`src/rtl/seg7_pkg.sv`:
```
// Shared constants for the seven-segment scan driver.
// Latency: n/a (constants only).
// Backpressure: n/a.
//
// Segment vectors are ordered {g,f,e,d,c,b,a}; codes below are active-low
// (0 = segment lit). Index the table with a hex nibble.
package seg7_pkg;

  // Bit position of each segment inside a 7-bit segment vector.
  localparam int SEG_A = 0;
  localparam int SEG_B = 1;
  localparam int SEG_C = 2;
  localparam int SEG_D = 3;
  localparam int SEG_E = 4;
  localparam int SEG_F = 5;
  localparam int SEG_G = 6;

  // All segments dark, active-low.
  localparam logic [6:0] SEG_OFF = 7'h7F;

  // Active-low glyphs for 0..9, A, b, C, d, E, F.
  localparam logic [6:0] SEG_CODES [16] = '{
    7'b1000000,  // 0
    7'b1111001,  // 1
    7'b0100100,  // 2
    7'b0110000,  // 3
    7'b0011001,  // 4
    7'b0010010,  // 5
    7'b0000010,  // 6
    7'b1111000,  // 7
    7'b0000000,  // 8
    7'b0010000,  // 9
    7'b0001000,  // A
    7'b0000011,  // b
    7'b1000110,  // C
    7'b0100001,  // d
    7'b0000110,  // E
    7'b0001110   // F
  };

endpackage

```
`src/rtl/seg7_hex_decode.sv`:
```
// Hex nibble to active-low seven-segment glyph lookup.
// Latency: combinational, zero cycles.
// Backpressure: none.
//
// Ports:
//   nibble    in   4  hex value to display
//   seg_code  out  7  active-low {g,f,e,d,c,b,a}
module seg7_hex_decode
  import seg7_pkg::*;
(
  input  logic [3:0] nibble,
  output logic [6:0] seg_code
);

  assign seg_code = SEG_CODES[nibble];

endmodule

```
`src/rtl/seg7_scan_driver.sv`:
```
// Time-multiplexed seven-segment driver with frame-aligned shadow register.
// Latency: one cycle from scan state to registered seg/dp/an outputs.
// Backpressure: none; load always accepted, newest pending data wins.
//
// Ports:
//   clk, reset     clock; asynchronous active-high reset
//   enable         0 = all digits dark, scan counters hold
//   load           strobe capturing data/dp_mask into the pending register
//   data           NUM_DIGITS hex nibbles, nibble 0 = rightmost digit
//   dp_mask        per-digit decimal point request
//   seg, dp, an    registered segment, decimal point and digit enables
//   frame_done     one-cycle pulse as the last digit's slot ends
//
// Optional feature: define SEG7_LZB_EN for leading-zero blanking.
module seg7_scan_driver
  import seg7_pkg::*;
#(
  parameter int NUM_DIGITS = 8,
  parameter int SCAN_DIV   = 100000,
  parameter bit ACTIVE_LOW = 1'b1
) (
  input  logic                    clk,
  input  logic                    reset,
  input  logic                    enable,
  input  logic                    load,
  input  logic [4*NUM_DIGITS-1:0] data,
  input  logic [NUM_DIGITS-1:0]   dp_mask,
  output logic [6:0]              seg,
  output logic                    dp,
  output logic [NUM_DIGITS-1:0]   an,
  output logic                    frame_done
);

  localparam int CW = $clog2(SCAN_DIV);
  localparam int IW = $clog2(NUM_DIGITS);

  logic [CW-1:0]           presc;
  logic [IW-1:0]           idx;
  logic [4*NUM_DIGITS-1:0] disp_data;
  logic [NUM_DIGITS-1:0]   disp_dp;
  logic [4*NUM_DIGITS-1:0] pend_data;
  logic [NUM_DIGITS-1:0]   pend_dp;
  logic                    pend_flag;

  logic                    tick;
  logic                    wrap;
  logic [3:0]              cur_nibble;
  logic                    cur_dp;
  logic                    blank;
  logic [6:0]              dec_code;
  logic [NUM_DIGITS-1:0]   an_hot;
  logic [6:0]              seg_lo;
  logic                    dp_lit;

  assign tick = enable && (presc == CW'(SCAN_DIV - 1));
  assign wrap = tick && (idx == IW'(NUM_DIGITS - 1));

  // Select the nibble and dp bit of the digit currently being scanned.
  always_comb begin
    cur_nibble = '0;
    cur_dp     = 1'b0;
    for (int i = 0; i < NUM_DIGITS; i++) begin
      if (idx == IW'(i)) begin
        cur_nibble = disp_data[4*i +: 4];
        cur_dp     = disp_dp[i];
      end
    end
  end

`ifdef SEG7_LZB_EN
  // Walk from the most significant digit down; hi_zero stays set only while
  // every nibble so far is zero and no decimal point has been requested, so
  // a dp on digit j keeps j and everything below it decoded.
  logic hi_zero;
  always_comb begin
    blank   = 1'b0;
    hi_zero = 1'b1;
    for (int i = NUM_DIGITS - 1; i > 0; i--) begin
      hi_zero = hi_zero && (disp_data[4*i +: 4] == 4'h0) && !disp_dp[i];
      if (idx == IW'(i)) begin
        blank = hi_zero;
      end
    end
  end
`else
  assign blank = 1'b0;
`endif

  seg7_hex_decode u_dec (
    .nibble   (cur_nibble),
    .seg_code (dec_code)
  );

  // Next output values in a polarity-neutral form: an one-hot active-high,
  // segments in the package's active-low form, dp active-high.
  assign an_hot = enable ? (NUM_DIGITS'(1) << idx) : '0;
  assign seg_lo = (enable && !blank) ? dec_code : SEG_OFF;
  assign dp_lit = enable && cur_dp;

  always_ff @(posedge clk or posedge reset) begin
    if (reset) begin
      presc      <= '0;
      idx        <= '0;
      disp_data  <= '0;
      disp_dp    <= '0;
      pend_data  <= '0;
      pend_dp    <= '0;
      pend_flag  <= 1'b0;
      frame_done <= 1'b0;
      an         <= ACTIVE_LOW ? '1 : '0;
      seg        <= ACTIVE_LOW ? SEG_OFF : ~SEG_OFF;
      dp         <= ACTIVE_LOW;
    end else begin
      if (enable) begin
        presc <= tick ? '0 : presc + 1'b1;
      end
      if (tick) begin
        idx <= wrap ? '0 : idx + 1'b1;
      end
      frame_done <= wrap;

      // Commit reads the pending value from before this edge, so a load on
      // the wrap tick lands in pending for the following frame.
      if (wrap && pend_flag) begin
        disp_data <= pend_data;
        disp_dp   <= pend_dp;
      end
      if (load) begin
        pend_data <= data;
        pend_dp   <= dp_mask;
        pend_flag <= 1'b1;
      end else if (wrap && pend_flag) begin
        pend_flag <= 1'b0;
      end

      an  <= ACTIVE_LOW ? ~an_hot : an_hot;
      seg <= ACTIVE_LOW ? seg_lo : ~seg_lo;
      dp  <= ACTIVE_LOW ? ~dp_lit : dp_lit;
    end
  end

endmodule

```
`config.mk`:
```
export PLATFORM = sky130hd
export DESIGN_NAME = seg7_scan_driver
export DESIGN_NICKNAME = d
export VERILOG_FILES = /design/src/rtl/seg7_pkg.sv /design/src/rtl/seg7_hex_decode.sv /design/src/rtl/seg7_scan_driver.sv
export SDC_FILE = /design/constraint.sdc
export NUM_CORES = 1
export LEC_CHECK = 0
export CAP_MARGIN = 20
export CORE_MARGIN = 3
export CORE_UTILIZATION = 35
export DETAILED_ROUTE_END_ITERATION = 7
export HOLD_SLACK_MARGIN = 0.03
export PLACE_DENSITY = 0.64
export SYNTH_ARGS = -nofsm -noshare
export SYNTH_HDL_FRONTEND = slang
export SYNTH_SLANG_ARGS = --single-unit
```
`constraint.sdc`:
```
create_clock -name clk -period 9.2 [get_ports clk]
set_input_delay 1.38 -clock clk [delete_from_list [all_inputs] [get_ports clk]]
set_output_delay 1.38 -clock clk [all_outputs]
set_load 0.01 [all_outputs]
```
==> summary.txt <==
Floorplan
  – Area enclosed by the die boundary: 17100 um^2
  – Y dimension of the die: 131 um
  – Die W: 131 um
  – Total number of placement rows: 45
  – Number of ports placed on the die boundary: 61
  – Starting density of the core: 0.358
  – Placeable core region: 15300 um^2

Timing
  – Hold slack: 0.498 ns
  – Relative slew margins: 0.420
  – Setup repair after global routing missed its margin: false
  – Final setup fails: 0
  – Final WS setup: 5.04 ns
  – Final critical path time including I/O delays and setup: 4.16 ns
  – Final-report hold violation count: 0
  – Maximum clock frequency: 0.240 GHz
  – Final clock period utilization by the worst path: 0.452
  – Number of max-slew violations in the final report: 0
  – Measured slew at the worst slew-check pin: 0.870 ns
  – Worst clock skew: 0.00868 ns
  – Setup TNS Final: 0 ns

Logic synthesis
  – Sequential fraction of the synthesis area: 0.545
  – Synth Register Bits: 118
  – Main flop type after synthesis: sky130_fd_sc_hd__dfrtp_1
  – Synth async-reset ratio: 1.00
  – Mapped Avg Cell Area: 13.1 um^2
  – Net count of the mapped netlist: 475
  – Ys Warns: 0
  – Count of flip-flops with a built-in enable after synthesis: 0
  – Post-synthesis cell type count: 56
  – Cells after Synth: 418
  – Area of the mapped netlist: 5460 um^2

CTS
  – Clock root cell: sky130_fd_sc_hd__clkbuf_16
  – Sinks on the clock net: 118
  – Number of buffers inserted by post-CTS setup repair: 0
  – Clock tree from TritonCTS: done
  – Count of instances resized after the clock tree is built: 0
  – Number of buffers added by the clock tree synthesis step: 17
  – # hold bufs at CTS: 0
  – Maximum level of the CTS H-tree: 4
  – Clock network latency to the later pin of the worst-skew pair: 0.41 ns
  – Maximum count of clock buffers along a single path: 2
  – Clock input transition at the sequential cells of the worst setup and hold paths: 0.05 ns

Min path
  – Worst min path class: flip-flop to flip-flop

GRT
  – Pin count of the biggest net entering global routing: 84
  – First-pass GRT wire length: 17.9 mm
  – Global Route Usage Sum: 0.135
  – Initial antenna violation count: 0
  – Congestion Overflow GR: 0
  – Via count of the first global-routing pass: 3500

Drt
  – DRC viols: 0
  – Post-route antenna net violation count: 0
  – First-pass detailed-route iteration total: 4
  – Initial drt markers: 241
  – WL/cell: 15.4 um
  – Via count: 3362
  – Total routed wirelength: 10.8 mm
  – Per-cell via count in the routed design: 4.81

Power and ir drop
  – Combinational share of power: 0.072
  – Internal Pwr Total: 0.000986 W
  – Post-layout power: 0.00126 W
  – Part of the power in registers: 0.462
  – Power density over the cells: 187 nW/um^2
  – Clock share of power: 0.466
  – Share of total power consumed by net switching: 0.218
  – VDD IR max: 0.146 mV
  – Net switching power: 0.000275 W
  – Static power due to leakage: 3.03 nW

Worst setup path
  – Crit path kind: input port to flip-flop
  – Critical path launch point type: input port
  – Arrival time of data at the critical path endpoint: 4.45 ns
  – Critical path, cell by cell: clkdlybuf4s50_1 > nand4_4 > nor3_4 > nand3_4 > mux2_4
  – Slowest cell on crit path: sky130_fd_sc_hd__clkdlybuf4s50_1
  – Required time at the endpoint of the critical path: 9.48 ns
  – Critical path endpoint category: flip-flop
  – Peak per-stage delay on the critical path: 0.98 ns
  – Max Fanout on Critical Path: 40

Job
  – Number of maximum-capacitance violations: 0

Cells and area
  – Share of cells above drive strength 1: 0.281
  – Post-route non-filler standard cell count: 699
  – Number of inserted diodes: 0
  – Sequential cell area: 2970 um^2
  – Net count of the finished layout: 532
  – Area growth from synthesis to final layout: 23.7%
  – Final-layout fill cell count: 1375
  – Multi-input gate area in the final layout: 2270 um^2

Run status
  – Status: completed

Place
  – GPL Wtd Cong: 0.759
  – Worst Setup Slack post-DPL: 4.60 ns
  – Buffers added on ports: 60
  – Number of instances in the placed design: 666
  – DP Wirelength: 7.30 mm
## Yosys cell counts (2+ instances only)
cell type | n | area, um^2
sky130_fd_sc_hd__clkbuf_1 | 6 | 22.5
sky130_fd_sc_hd__nand2_1 | 28 | 105
sky130_fd_sc_hd__o31a_1 | 2 | 17.5
sky130_fd_sc_hd__buf_6 | 5 | 56.3
sky130_fd_sc_hd__and3_1 | 2 | 12.5
sky130_fd_sc_hd__a31oi_1 | 4 | 25.0
sky130_fd_sc_hd__dfstp_2 | 16 | 420
sky130_fd_sc_hd__nand2b_1 | 2 | 12.5
sky130_fd_sc_hd__xor2_1 | 7 | 61.3
sky130_fd_sc_hd__mux2_2 | 41 | 462
sky130_fd_sc_hd__mux2_4 | 41 | 616
sky130_fd_sc_hd__nor2_1 | 16 | 60.1
sky130_fd_sc_hd__o21ai_0 | 9 | 45.0
sky130_fd_sc_hd__a221oi_1 | 2 | 17.5
sky130_fd_sc_hd__nand4_1 | 6 | 37.5
sky130_fd_sc_hd__nand3_1 | 10 | 50.1
sky130_fd_sc_hd__a2bb2oi_1 | 2 | 17.5
sky130_fd_sc_hd__nor3b_1 | 2 | 15.0
sky130_fd_sc_hd__a211oi_1 | 4 | 30.0
sky130_fd_sc_hd__o221ai_1 | 4 | 35.0
sky130_fd_sc_hd__nand3b_1 | 6 | 45.0
sky130_fd_sc_hd__inv_1 | 18 | 67.6
sky130_fd_sc_hd__mux2i_1 | 4 | 40.0
sky130_fd_sc_hd__xnor2_1 | 7 | 61.3
sky130_fd_sc_hd__a21o_1 | 3 | 22.5
sky130_fd_sc_hd__a21oi_1 | 17 | 85.1
sky130_fd_sc_hd__dfrtp_1 | 102 | 2550
sky130_fd_sc_hd__buf_2 | 9 | 45.0
sky130_fd_sc_hd__nor4b_1 | 2 | 17.5
sky130_fd_sc_hd__ha_1 | 13 | 163
sky130_fd_sc_hd__buf_1 | 3 | 11.3
## state kept, by name, indices dropped and copies added (netlist names)
signal / count
disp_data: 32
idx: 3
pend_dp: 8
disp_dp: 8
frame_done: 1
presc: 17
dp: 1
seg: 7
an: 8
pend_flag: 1
pend_data: 32
## path summary, 6_finish.rpt
kind / start / end / slack (ns) / cells after the start
max in group asynchronous: reset / pend_data[10] / 6.85 / 4
setup / recovery: enable / disp_data[18] / 5.04 / 5
min in group asynchronous: reset / presc[6] / 1.35 / 2
setup reg to reg: idx[2] / seg[0] / 5.64 / 12
hold / removal: pend_data[14] / disp_data[14] / 0.50 / 1
hold reg to reg: pend_data[14] / disp_data[14] / 0.50 / 1
## cells by family after synthesis
kind of cell	after synthesis	share of synthesized area
muxes	86	0.205
AOI/OAI and AO/OA	58	0.0724
DFF	118	0.545
xor gates and xnor gates	14	0.0225
buffers and inverters	43	0.0392
adders and majority gates	13	0.0298
and+or+nand+nor	86	0.0869
## metrics by stage
stage / utilization / instance area [um^2]
5_1_grt: 0.442 / 6750
6_report: 0.442 / 6750
4_1_cts: 0.441 / 6720
3_3_place_gp: 0.405 / 6190
2_1_floorplan: - / 5460
3_5_place_dp: 0.405 / 6190
## power groups by stage
stage,registers [W],logic [W],clock network (W)
finish,0.000583,0.0000904,0.000588
global route,0.000588,0.000101,0.000628
CTS,0.000583,0.0000915,0.000603
detailed placement,0.000590,0.0000912,0
global placement,0.000590,0.0000869,0
floorplan,0.000583,0.0000571,0
## cell usage in the layout (no fill, tap or decap), drive strengths merged, types with 4 or more instances in the layout
cell	count
nand3	11
a21oi	17
a31oi	4
nand3b	6
mux2i	4
dfstp	16
xnor2	7
dfrtp	102
mux2	82
nand4	7
ha	13
o221ai	4
clkinv	4
o21ai	9
nor2	16
xor2	7
clkbuf	28
nand2	28
clkdlybuf4s50	59
inv	19
a211oi	4
## worst max-delay path: cells and delay by family
family                 cells  cell delay (ns)
and+or+nand+nor            3             1.50
muxes                      1             0.54
buffers and inverters      1             0.98
## metal layers
metal | vias to the layer above | global-route usage | routed length [um]
met5 | - | 0 | 0
met4 | 0 | 0.0472 | 130
met3 | 15 | 0.0427 | 405
met2 | 84 | 0.204 | 5070
met1 | 1675 | 0.183 | 5160
li1 | 1588 | - | -
## cell type report
cell class / count / area share
Clock buffer: 28 / 0.0766
Clock inverter: 4 / 0.00297
Inverter: 19 / 0.0109
Multi-Input combinational cell: 257 / 0.337
Sequential cell: 118 / 0.440
Tap cell: 211 / 0.0391
Timing Repair Buffer: 62 / 0.0934
Power figures use the tool's default switching activity.
